[config.mk]
export PLATFORM = sky130hd
export DESIGN_NAME = vram_scanout
export DESIGN_NICKNAME = d
export VERILOG_FILES = /design/src/rtl/vram_video_pkg.sv /design/src/rtl/video_timing_gen.sv /design/src/rtl/vram_scanout.sv
export SDC_FILE = /design/constraint.sdc
export NUM_CORES = 1
export LEC_CHECK = 0
export CAP_MARGIN = 20
export CELL_PAD_IN_SITES_DETAIL_PLACEMENT = 0
export CELL_PAD_IN_SITES_GLOBAL_PLACEMENT = 1
export CORE_MARGIN = 8
export CORE_UTILIZATION = 35
export CTS_CLUSTER_DIAMETER = 120
export CTS_CLUSTER_SIZE = 30
export DETAILED_ROUTE_END_ITERATION = 16
export MAX_ROUTING_LAYER = met4
export PLACE_DENSITY_LB_ADDON = 0.1
export SYNTH_ARGS = -nofsm -noshare
export SYNTH_HDL_FRONTEND = slang
export SYNTH_SLANG_ARGS = --single-unit
[constraint.sdc]
create_clock -name clk -period 3.7 [get_ports clk]
set_clock_uncertainty 0.1 [all_clocks]
set_input_delay 0.925 -clock clk [delete_from_list [all_inputs] [get_ports clk]]
set_output_delay 0.925 -clock clk [all_outputs]
set_load 0.01 [all_outputs]
[src/rtl/vram_video_pkg.sv]
// Shared timing defaults, widths and frame-size helpers for the VRAM scan-out path.
package vram_video_pkg;

    localparam int ADDR_W = 11;
    localparam int CNT_W  = 12;

    localparam int H_VISIBLE_DEF = 640;
    localparam int H_FRONT_DEF   = 16;
    localparam int H_SYNC_DEF    = 96;
    localparam int H_BACK_DEF    = 48;
    localparam int V_VISIBLE_DEF = 480;
    localparam int V_FRONT_DEF   = 10;
    localparam int V_SYNC_DEF    = 2;
    localparam int V_BACK_DEF    = 33;
    localparam bit HS_POL_DEF    = 1'b0;
    localparam bit VS_POL_DEF    = 1'b0;
    localparam int BPL_DEF       = 32;
    localparam int LINES_DEF     = 64;
    localparam int SCALE_DEF     = 2;
    localparam int H_START_DEF   = 64;
    localparam int V_START_DEF   = 176;

    // Per-pixel attributes that travel down the output pipeline alongside the bitmap data.
    typedef struct packed {
        logic de;
        logic hsync;
        logic vsync;
        logic frame_start;
        logic win;
        logic en;
        logic inv;
    } pix_tag_t;

    function automatic int h_total(input int visible, input int front,
                                   input int sync, input int back);
        return visible + front + sync + back;
    endfunction

    function automatic int v_total(input int visible, input int front,
                                   input int sync, input int back);
        return visible + front + sync + back;
    endfunction

endpackage

[src/rtl/video_timing_gen.sv]
// Raster counters plus combinational decode of syncs, active area, window and frame start.
// All outputs describe the position currently held in the counters.
module video_timing_gen
    import vram_video_pkg::*;
#(
    parameter int H_VISIBLE   = H_VISIBLE_DEF,
    parameter int H_FRONT     = H_FRONT_DEF,
    parameter int H_SYNC      = H_SYNC_DEF,
    parameter int H_BACK      = H_BACK_DEF,
    parameter int V_VISIBLE   = V_VISIBLE_DEF,
    parameter int V_FRONT     = V_FRONT_DEF,
    parameter int V_SYNC      = V_SYNC_DEF,
    parameter int V_BACK      = V_BACK_DEF,
    parameter bit HS_POL      = HS_POL_DEF,
    parameter bit VS_POL      = VS_POL_DEF,
    parameter int H_WIN_START = H_START_DEF,
    parameter int H_WIN_END   = H_START_DEF + BPL_DEF * 8 * SCALE_DEF,
    parameter int V_WIN_START = V_START_DEF,
    parameter int V_WIN_END   = V_START_DEF + LINES_DEF * SCALE_DEF
) (
    input  logic             clk,
    input  logic             rst,
    output logic [CNT_W-1:0] h_cnt_o,
    output logic [CNT_W-1:0] v_cnt_o,
    output logic             de_o,
    output logic             hsync_o,
    output logic             vsync_o,
    output logic             frame_start_o,
    output logic             win_row_o,
    output logic             in_win_o
);

    localparam int H_TOTAL = h_total(H_VISIBLE, H_FRONT, H_SYNC, H_BACK);
    localparam int V_TOTAL = v_total(V_VISIBLE, V_FRONT, V_SYNC, V_BACK);

    localparam logic [CNT_W-1:0] H_LAST    = CNT_W'(H_TOTAL - 1);
    localparam logic [CNT_W-1:0] V_LAST    = CNT_W'(V_TOTAL - 1);
    localparam logic [CNT_W-1:0] H_VIS_C   = CNT_W'(H_VISIBLE);
    localparam logic [CNT_W-1:0] V_VIS_C   = CNT_W'(V_VISIBLE);
    localparam logic [CNT_W-1:0] HS_BEGIN  = CNT_W'(H_VISIBLE + H_FRONT);
    localparam logic [CNT_W-1:0] HS_END    = CNT_W'(H_VISIBLE + H_FRONT + H_SYNC);
    localparam logic [CNT_W-1:0] VS_BEGIN  = CNT_W'(V_VISIBLE + V_FRONT);
    localparam logic [CNT_W-1:0] VS_END    = CNT_W'(V_VISIBLE + V_FRONT + V_SYNC);
    localparam logic [CNT_W-1:0] HW_BEGIN  = CNT_W'(H_WIN_START);
    localparam logic [CNT_W-1:0] HW_END    = CNT_W'(H_WIN_END);
    localparam logic [CNT_W-1:0] VW_BEGIN  = CNT_W'(V_WIN_START);
    localparam logic [CNT_W-1:0] VW_END    = CNT_W'(V_WIN_END);

    logic [CNT_W-1:0] h_q, h_d;
    logic [CNT_W-1:0] v_q, v_d;
    logic             hs_active;
    logic             vs_active;
    logic             win_col;

    always_comb begin
        h_d = h_q + CNT_W'(1);
        v_d = v_q;
        if (h_q == H_LAST) begin
            h_d = '0;
            v_d = (v_q == V_LAST) ? '0 : v_q + CNT_W'(1);
        end
    end

    always_ff @(posedge clk or posedge rst) begin
        if (rst) begin
            h_q <= '0;
            v_q <= '0;
        end else begin
            h_q <= h_d;
            v_q <= v_d;
        end
    end

    assign hs_active = (h_q >= HS_BEGIN) && (h_q < HS_END);
    assign vs_active = (v_q >= VS_BEGIN) && (v_q < VS_END);
    assign win_col   = (h_q >= HW_BEGIN) && (h_q < HW_END);

    assign h_cnt_o       = h_q;
    assign v_cnt_o       = v_q;
    assign de_o          = (h_q < H_VIS_C) && (v_q < V_VIS_C);
    assign hsync_o       = hs_active ? HS_POL : ~HS_POL;
    assign vsync_o       = vs_active ? VS_POL : ~VS_POL;
    assign frame_start_o = (h_q == '0) && (v_q == '0);
    assign win_row_o     = (v_q >= VW_BEGIN) && (v_q < VW_END);
    assign in_win_o      = win_row_o && win_col;

endmodule

[src/rtl/vram_scanout.sv]
// Reads the bitmap through the VRAM byte port and serialises it MSB-first into a
// 1-bit pixel stream; every output lags the raster counters by exactly three clocks.
module vram_scanout
    import vram_video_pkg::*;
#(
    parameter int H_VISIBLE = H_VISIBLE_DEF,
    parameter int H_FRONT   = H_FRONT_DEF,
    parameter int H_SYNC    = H_SYNC_DEF,
    parameter int H_BACK    = H_BACK_DEF,
    parameter int V_VISIBLE = V_VISIBLE_DEF,
    parameter int V_FRONT   = V_FRONT_DEF,
    parameter int V_SYNC    = V_SYNC_DEF,
    parameter int V_BACK    = V_BACK_DEF,
    parameter bit HS_POL    = HS_POL_DEF,
    parameter bit VS_POL    = VS_POL_DEF,
    parameter int BPL       = BPL_DEF,
    parameter int LINES     = LINES_DEF,
    parameter int SCALE     = SCALE_DEF,
    parameter int H_START   = H_START_DEF,
    parameter int V_START   = V_START_DEF
) (
    input  logic              clk,
    input  logic              rst,
    input  logic              enable,
    input  logic              invert,
    output logic [ADDR_W-1:0] addr_a,
    input  logic [7:0]        q_a,
    output logic              video,
    output logic              de,
    output logic              hsync,
    output logic              vsync,
    output logic              frame_start
);

    localparam int WIN_W   = BPL * 8 * SCALE;
    localparam int WIN_H   = LINES * SCALE;
    localparam int BYTE_W  = 8 * SCALE;
    localparam int H_TOTAL = h_total(H_VISIBLE, H_FRONT, H_SYNC, H_BACK);
    localparam int V_TOTAL = v_total(V_VISIBLE, V_FRONT, V_SYNC, V_BACK);

    localparam logic [CNT_W-1:0] H_START_C = CNT_W'(H_START);
    localparam logic [CNT_W-1:0] V_START_C = CNT_W'(V_START);
    localparam logic [CNT_W-1:0] WIN_W_C   = CNT_W'(WIN_W);
    localparam logic [CNT_W-1:0] BYTE_W_C  = CNT_W'(BYTE_W);
    localparam logic [CNT_W-1:0] SCALE_C   = CNT_W'(SCALE);
    localparam logic [CNT_W-1:0] BPL_C     = CNT_W'(BPL);

    localparam pix_tag_t TAG_RST = '{de: 1'b0, hsync: ~HS_POL, vsync: ~VS_POL,
                                     frame_start: 1'b0, win: 1'b0, en: 1'b0, inv: 1'b0};

    generate
        if (H_START < 4) begin : g_chk_hstart
            $error("vram_scanout: H_START must be at least 4");
        end
        if (SCALE < 1 || SCALE > 4) begin : g_chk_scale
            $error("vram_scanout: SCALE must be in 1..4");
        end
        if (H_START + WIN_W > H_VISIBLE || V_START + WIN_H > V_VISIBLE) begin : g_chk_fit
            $error("vram_scanout: bitmap window does not fit inside the visible area");
        end
        if (BPL * LINES > (1 << ADDR_W)) begin : g_chk_size
            $error("vram_scanout: bitmap larger than the byte address space");
        end
        if (H_TOTAL >= (1 << CNT_W) || V_TOTAL >= (1 << CNT_W)) begin : g_chk_cnt
            $error("vram_scanout: raster totals exceed counter width");
        end
    endgenerate

    logic [CNT_W-1:0] h_cnt;
    logic [CNT_W-1:0] v_cnt;
    logic             tg_de;
    logic             tg_hsync;
    logic             tg_vsync;
    logic             tg_frame_start;
    logic             win_row;
    logic             in_win;

    video_timing_gen #(
        .H_VISIBLE   (H_VISIBLE),
        .H_FRONT     (H_FRONT),
        .H_SYNC      (H_SYNC),
        .H_BACK      (H_BACK),
        .V_VISIBLE   (V_VISIBLE),
        .V_FRONT     (V_FRONT),
        .V_SYNC      (V_SYNC),
        .V_BACK      (V_BACK),
        .HS_POL      (HS_POL),
        .VS_POL      (VS_POL),
        .H_WIN_START (H_START),
        .H_WIN_END   (H_START + WIN_W),
        .V_WIN_START (V_START),
        .V_WIN_END   (V_START + WIN_H)
    ) u_timing (
        .clk           (clk),
        .rst           (rst),
        .h_cnt_o       (h_cnt),
        .v_cnt_o       (v_cnt),
        .de_o          (tg_de),
        .hsync_o       (tg_hsync),
        .vsync_o       (tg_vsync),
        .frame_start_o (tg_frame_start),
        .win_row_o     (win_row),
        .in_win_o      (in_win)
    );

    logic [CNT_W-1:0]  x_cur;
    logic [CNT_W-1:0]  x_nxt;
    logic [CNT_W-1:0]  y_off;
    logic              fetch;
    logic              ld0;
    logic              sh0;
    logic [ADDR_W-1:0] addr_q, addr_d;
    pix_tag_t          s1_d, s1_q, s2_q;
    logic              ld1_q, sh1_q;
    logic [7:0]        shift_q, shift_d;
    logic              video_d;
    logic              video_q, de_q, hsync_q, vsync_q, fs_q;

    // Offsets wrap to large values left of the window, so a single upper-bound test suffices.
    assign x_cur = h_cnt - H_START_C;
    assign x_nxt = h_cnt + CNT_W'(1) - H_START_C;
    assign y_off = v_cnt - V_START_C;

    // Address the byte one pixel ahead: RAM latency puts it on q_a as that pixel enters stage 1.
    assign fetch = win_row && (x_nxt < WIN_W_C) && ((x_nxt % BYTE_W_C) == '0);
    assign ld0   = in_win && ((x_cur % BYTE_W_C) == '0);
    assign sh0   = in_win && ((x_cur % SCALE_C) == '0);

    always_comb begin
        addr_d = addr_q;
        if (fetch) begin
            addr_d = ADDR_W'((y_off / SCALE_C) * BPL_C + x_nxt / BYTE_W_C);
        end
    end

    always_comb begin
        s1_d             = TAG_RST;
        s1_d.de          = tg_de;
        s1_d.hsync       = tg_hsync;
        s1_d.vsync       = tg_vsync;
        s1_d.frame_start = tg_frame_start;
        s1_d.win         = in_win;
        s1_d.en          = enable;
        s1_d.inv         = invert;
    end

    // A new byte wins over the per-bit shift on its first pixel.
    always_comb begin
        shift_d = shift_q;
        if (ld1_q) begin
            shift_d = q_a;
        end else if (sh1_q) begin
            shift_d = {shift_q[6:0], 1'b0};
        end
    end

    assign video_d = s2_q.de & s2_q.win & s2_q.en & (shift_q[7] ^ s2_q.inv);

    always_ff @(posedge clk or posedge rst) begin
        if (rst) begin
            addr_q  <= '0;
            s1_q    <= TAG_RST;
            ld1_q   <= 1'b0;
            sh1_q   <= 1'b0;
            s2_q    <= TAG_RST;
            shift_q <= '0;
            video_q <= 1'b0;
            de_q    <= 1'b0;
            hsync_q <= ~HS_POL;
            vsync_q <= ~VS_POL;
            fs_q    <= 1'b0;
        end else begin
            addr_q  <= addr_d;
            s1_q    <= s1_d;
            ld1_q   <= ld0;
            sh1_q   <= sh0;
            s2_q    <= s1_q;
            shift_q <= shift_d;
            video_q <= video_d;
            de_q    <= s2_q.de;
            hsync_q <= s2_q.hsync;
            vsync_q <= s2_q.vsync;
            fs_q    <= s2_q.frame_start;
        end
    end

    assign addr_a      = addr_q;
    assign video       = video_q;
    assign de          = de_q;
    assign hsync       = hsync_q;
    assign vsync       = vsync_q;
    assign frame_start = fs_q;

endmodule

==> impl_metrics.json <==
{
  "outcome": "finished clean",
  "maxCapViolCount": 0,
  "criticalPathCategory": "flop to flop",
  "dieWidth_um": 111,
  "fin_tns_setup_ns": 0,
  "grt_pass1_vias": 2177,
  "grt.total_usage": 0.116,
  "antenna_found_initial": 0,
  "num_vias": 2111,
  "grtUsageMet3": 0.0325,
  "synth-edff-count": 0,
  "switching_share": 0.235,
  "viasPerCell": 4.80,
  "syn-num-nets": 318,
  "synth_top_area_cell": "dfrtp_1",
  "drv_slew": 0,
  "synth_top_area_share": 0.459,
  "clock_sinks": 64,
  "synthFlopType": "dfrtp_1",
  "clk_path_buf_depth": 2,
  "hold_class": "flop to flop",
  "cp_num_buf_inv": 1,
  "ioPinCount": 28,
  "start_kind": "flop",
  "finalCritPeriodShare": 0.890,
  "path_delay_family": "adder cells",
  "seq_area_sq_mm": 0.00161,
  "netlist_top_cells_area": "dfrtp_1 46%, ha_1 5.1%, dfstp_2 5.0%",
  "grt.met1_usage": 0.152,
  "critPathMaxStageDelay_ns": 0.48,
  "post_cts_buffers": 0,
  "ys_seq_area_frac": 0.509,
  "crit_fanout": 8,
  "p_comb_frac": 0.021,
  "p_sw_uw": 299,
  "cts_tree": "yes",
  "cts_resized": 0,
  "ys_ff_latch": 64,
  "gp_congestion": 0.776,
  "postSynthCellCount": 292,
  "drt-pass1-iter-count": 4,
  "worst_ir_drop_vdd_mv": 0.152,
  "worst_pin_slew_ns": 0.694,
  "grt_max_degree": 34,
  "r2r-end": "addr_a[9]$_DFFE_PP0P_",
  "num_rows": 34,
  "p_int_uw": 977,
  "drtIter0Drc": 75,
  "post-route-min-period_ns": 3.29,
  "htreeDepth": 3,
  "ys_warn_count": 0,
  "final_nets": 353,
  "use_met2": 0.161,
  "placed_area_sq_mm": 0.00357,
  "setup_violations": 0,
  "grt-ovfl-total": 0,
  "whs_path_depth": 0,
  "multi_input_area_sq_mm": 0.00142,
  "cp_slowest_cell": "dfrtp_1",
  "hold_start": "s2_q[3]$_DFF_PP0_",
  "area_delta_synth_final_pct": 18.7,
  "max_freq_mhz": 304,
  "clk_pin_slew_ns": 0.08,
  "cts_buffers": 9,
  "diodes": 0,
  "port_buffers": 27,
  "core-area_sq_mm": 0.00872,
  "reg2reg_slack_ns": 0.41,
  "die-area_sq_mm": 0.0123,
  "place_hpwl_mm": 4.61,
  "top_usage_layer": "met2",
  "drive_gt1_frac": 0.148,
  "wl_mm": 6.43,
  "cts_root_buf": "clkbuf_8",
  "timing.rr.start": "u_timing.h_cnt_o[0]$_DFF_PP0_",
  "start_util": 0.362,
  "hold_viol_final": 0,
  "power_density_mw_per_mm2": 340,
  "grt_pass1_wl_mm": 11.3,
  "ff2ff_path_depth": 13,
  "wl_per_cell_um": 14.6,
  "design_area_sq_mm": 0.00375,
  "avgSynthCellArea_sq_um": 10.8,
  "yosysUniqueCellTypes": 45,
  "cp-end-kind": "flop",
  "clock_latency_ns": 0.34,
  "postRouteAntennaNets": 0,
  "clock_power_share": 0.428,
  "synth_area_sq_mm": 0.00316,
  "relSlewSlack": 0.535,
  "p_leak_uw": 0.00164,
  "crit_chain": "ha_1 > nand3_2 > nor2_1 > xnor2_1 > ha_1 > and3_1 > xor2_1 > inv_1 > fa_1 > nor2b_1 > o21ai_0 > xnor2_1 > mux2_4",
  "die_y_um": 111,
  "drc": 0,
  "hold_buffers": 0,
  "rsz0062_at_grt": "false",
  "pwr-share-seq": 0.550,
  "fillCellCount": 839,
  "worstHoldEndpoint": "frame_start$_DFF_PP0_",
  "cp.required_ns": 3.82,
  "cp.arrival_ns": 3.41,
  "async_flop_share": 1.00
}
[power by group through the flow]
stage | clock, uW | sequential (uW) | combinational, uW
after floorplan | 0 | 716 | 10.6
after global placement | 0 | 716 | 28.8
after detailed placement | 0 | 716 | 28.8
after CTS | 573 | 702 | 29.1
after global routing | 603 | 702 | 31.8
final | 546 | 702 | 27.4
[cell type report]
class,instances,share of cell area
clock buffers,10,0.0367
clock inverters,6,0.0117
flip-flops and latches,64,0.429
well taps,108,0.0360
multi-input cells,198,0.379
inverters,18,0.0180
repair buffers,36,0.0900
[registers in the layout, indices dropped and copies added, names as in the netlist]
register and flops:
addr_a 11, de 1, frame_start 1, hsync 1, ld1_q 1, s1_q 7
s2_q 7, sh1_q 1, shift_q 8, u_timing.h_cnt_o 12, u_timing.v_cnt_o 12, video 1
vsync 1
[synth_stat cells, types with 2 or more instances]
master	instances
ha_1	13
dfrtp_1	58
mux2i_1	12
mux2_2	2
mux2_4	7
nor2b_1	3
nor2_1	14
and2_1	3
dfstp_2	6
nand2_1	30
and4_1	2
inv_1	18
nand4_1	5
xnor2_1	16
o21ai_0	20
or4_1	2
xor2_1	11
nand2b_1	4
nand3_1	10
o21ai_2	2
buf_6	2
and3_1	6
clkbuf_1	8
a21oi_1	3
nor4_1	2
nor3_1	13
buf_2	2
[layout by cell type, fill, tap and decap left out, types with 2 or more instances in the layout]
master           count
clkinv_4             2
mux2i_1             12
inv_1               17
clkinv_2             2
clkdlybuf4s50_1     27
nand2b_1             4
mux2_4               7
clkbuf_8            10
dfstp_2              6
nand4_1              5
nand3_1             10
and3_1               6
xnor2_1             16
ha_1                13
nor4_1               2
mux2_2               2
buf_4                9
nor2_1              14
xor2_1              11
o21ai_0             20
o21ai_2              2
dfrtp_1             58
or4_1                2
nor2b_1              3
nor3_1              13
nand2_1             30
and2_1               3
a21oi_1              3
and4_1               2
[through the flow]
step	std cells	util	power, uW	hold WS, ns	worst slack (ns)
5_1_grt	440	0.430	1340	0.258	0.0778
6_report	440	0.430	1280	0.254	0.409
3_5_place_dp	424	0.409	744	0.236	0.442
4_1_cts	440	0.430	1300	0.254	0.406
2_1_floorplan	292	-	726	0.231	0.650
3_3_place_gp	424	0.409	744	0.231	0.512
[how the worst max path moves through the flow]
stage / depth (start not counted) / to / startpoint / slack, ns
floorplan: 13 / addr_a[9]$_DFFE_PP0P_ / u_timing.h_cnt_o[0]$_DFF_PP0_ / 0.65
global placement: 13 / addr_a[9]$_DFFE_PP0P_ / u_timing.h_cnt_o[0]$_DFF_PP0_ / 0.51
detailed placement: 13 / addr_a[9]$_DFFE_PP0P_ / u_timing.h_cnt_o[0]$_DFF_PP0_ / 0.44
CTS: 13 / addr_a[9]$_DFFE_PP0P_ / u_timing.h_cnt_o[0]$_DFF_PP0_ / 0.41
global route: 12 / addr_a[10]$_DFFE_PP0P_ / u_timing.h_cnt_o[0]$_DFF_PP0_ / 0.08
finish: 13 / addr_a[9]$_DFFE_PP0P_ / u_timing.h_cnt_o[0]$_DFF_PP0_ / 0.41
[routing by layer]
layer | vias to the layer above | wire (um)
met2 | 35 | 2860
met3 | 10 | 253
met5 | - | 0
met1 | 1004 | 3220
li1 | 1062 | -
met4 | 0 | 105
[worst register-to-register path, stage by stage (launching register included)]
cell,delay (ns)
dfrtp_1,0.48
ha_1,0.29
nand3_2,0.11
nor2_1,0.16
xnor2_1,0.20
ha_1,0.29
and3_1,0.19
xor2_1,0.22
inv_1,0.09
fa_1,0.43
nor2b_1,0.12
o21ai_0,0.10
xnor2_1,0.14
mux2_4,0.26
[cell families (layout without fill, tap and decap cells)]
group	after synthesis	count (layout)	share of synthesized area
multiplexers	21	21	0.0784
AND/OR/NAND/NOR	103	103	0.172
buffers and inverters	30	70	0.0412
adder cells (fa/ha/maj)	14	14	0.0578
XOR/XNOR	27	27	0.0748
AO/OA/AOI/OAI	33	33	0.0669
flip-flops	64	64	0.509
(Power assumes the default switching activity.)
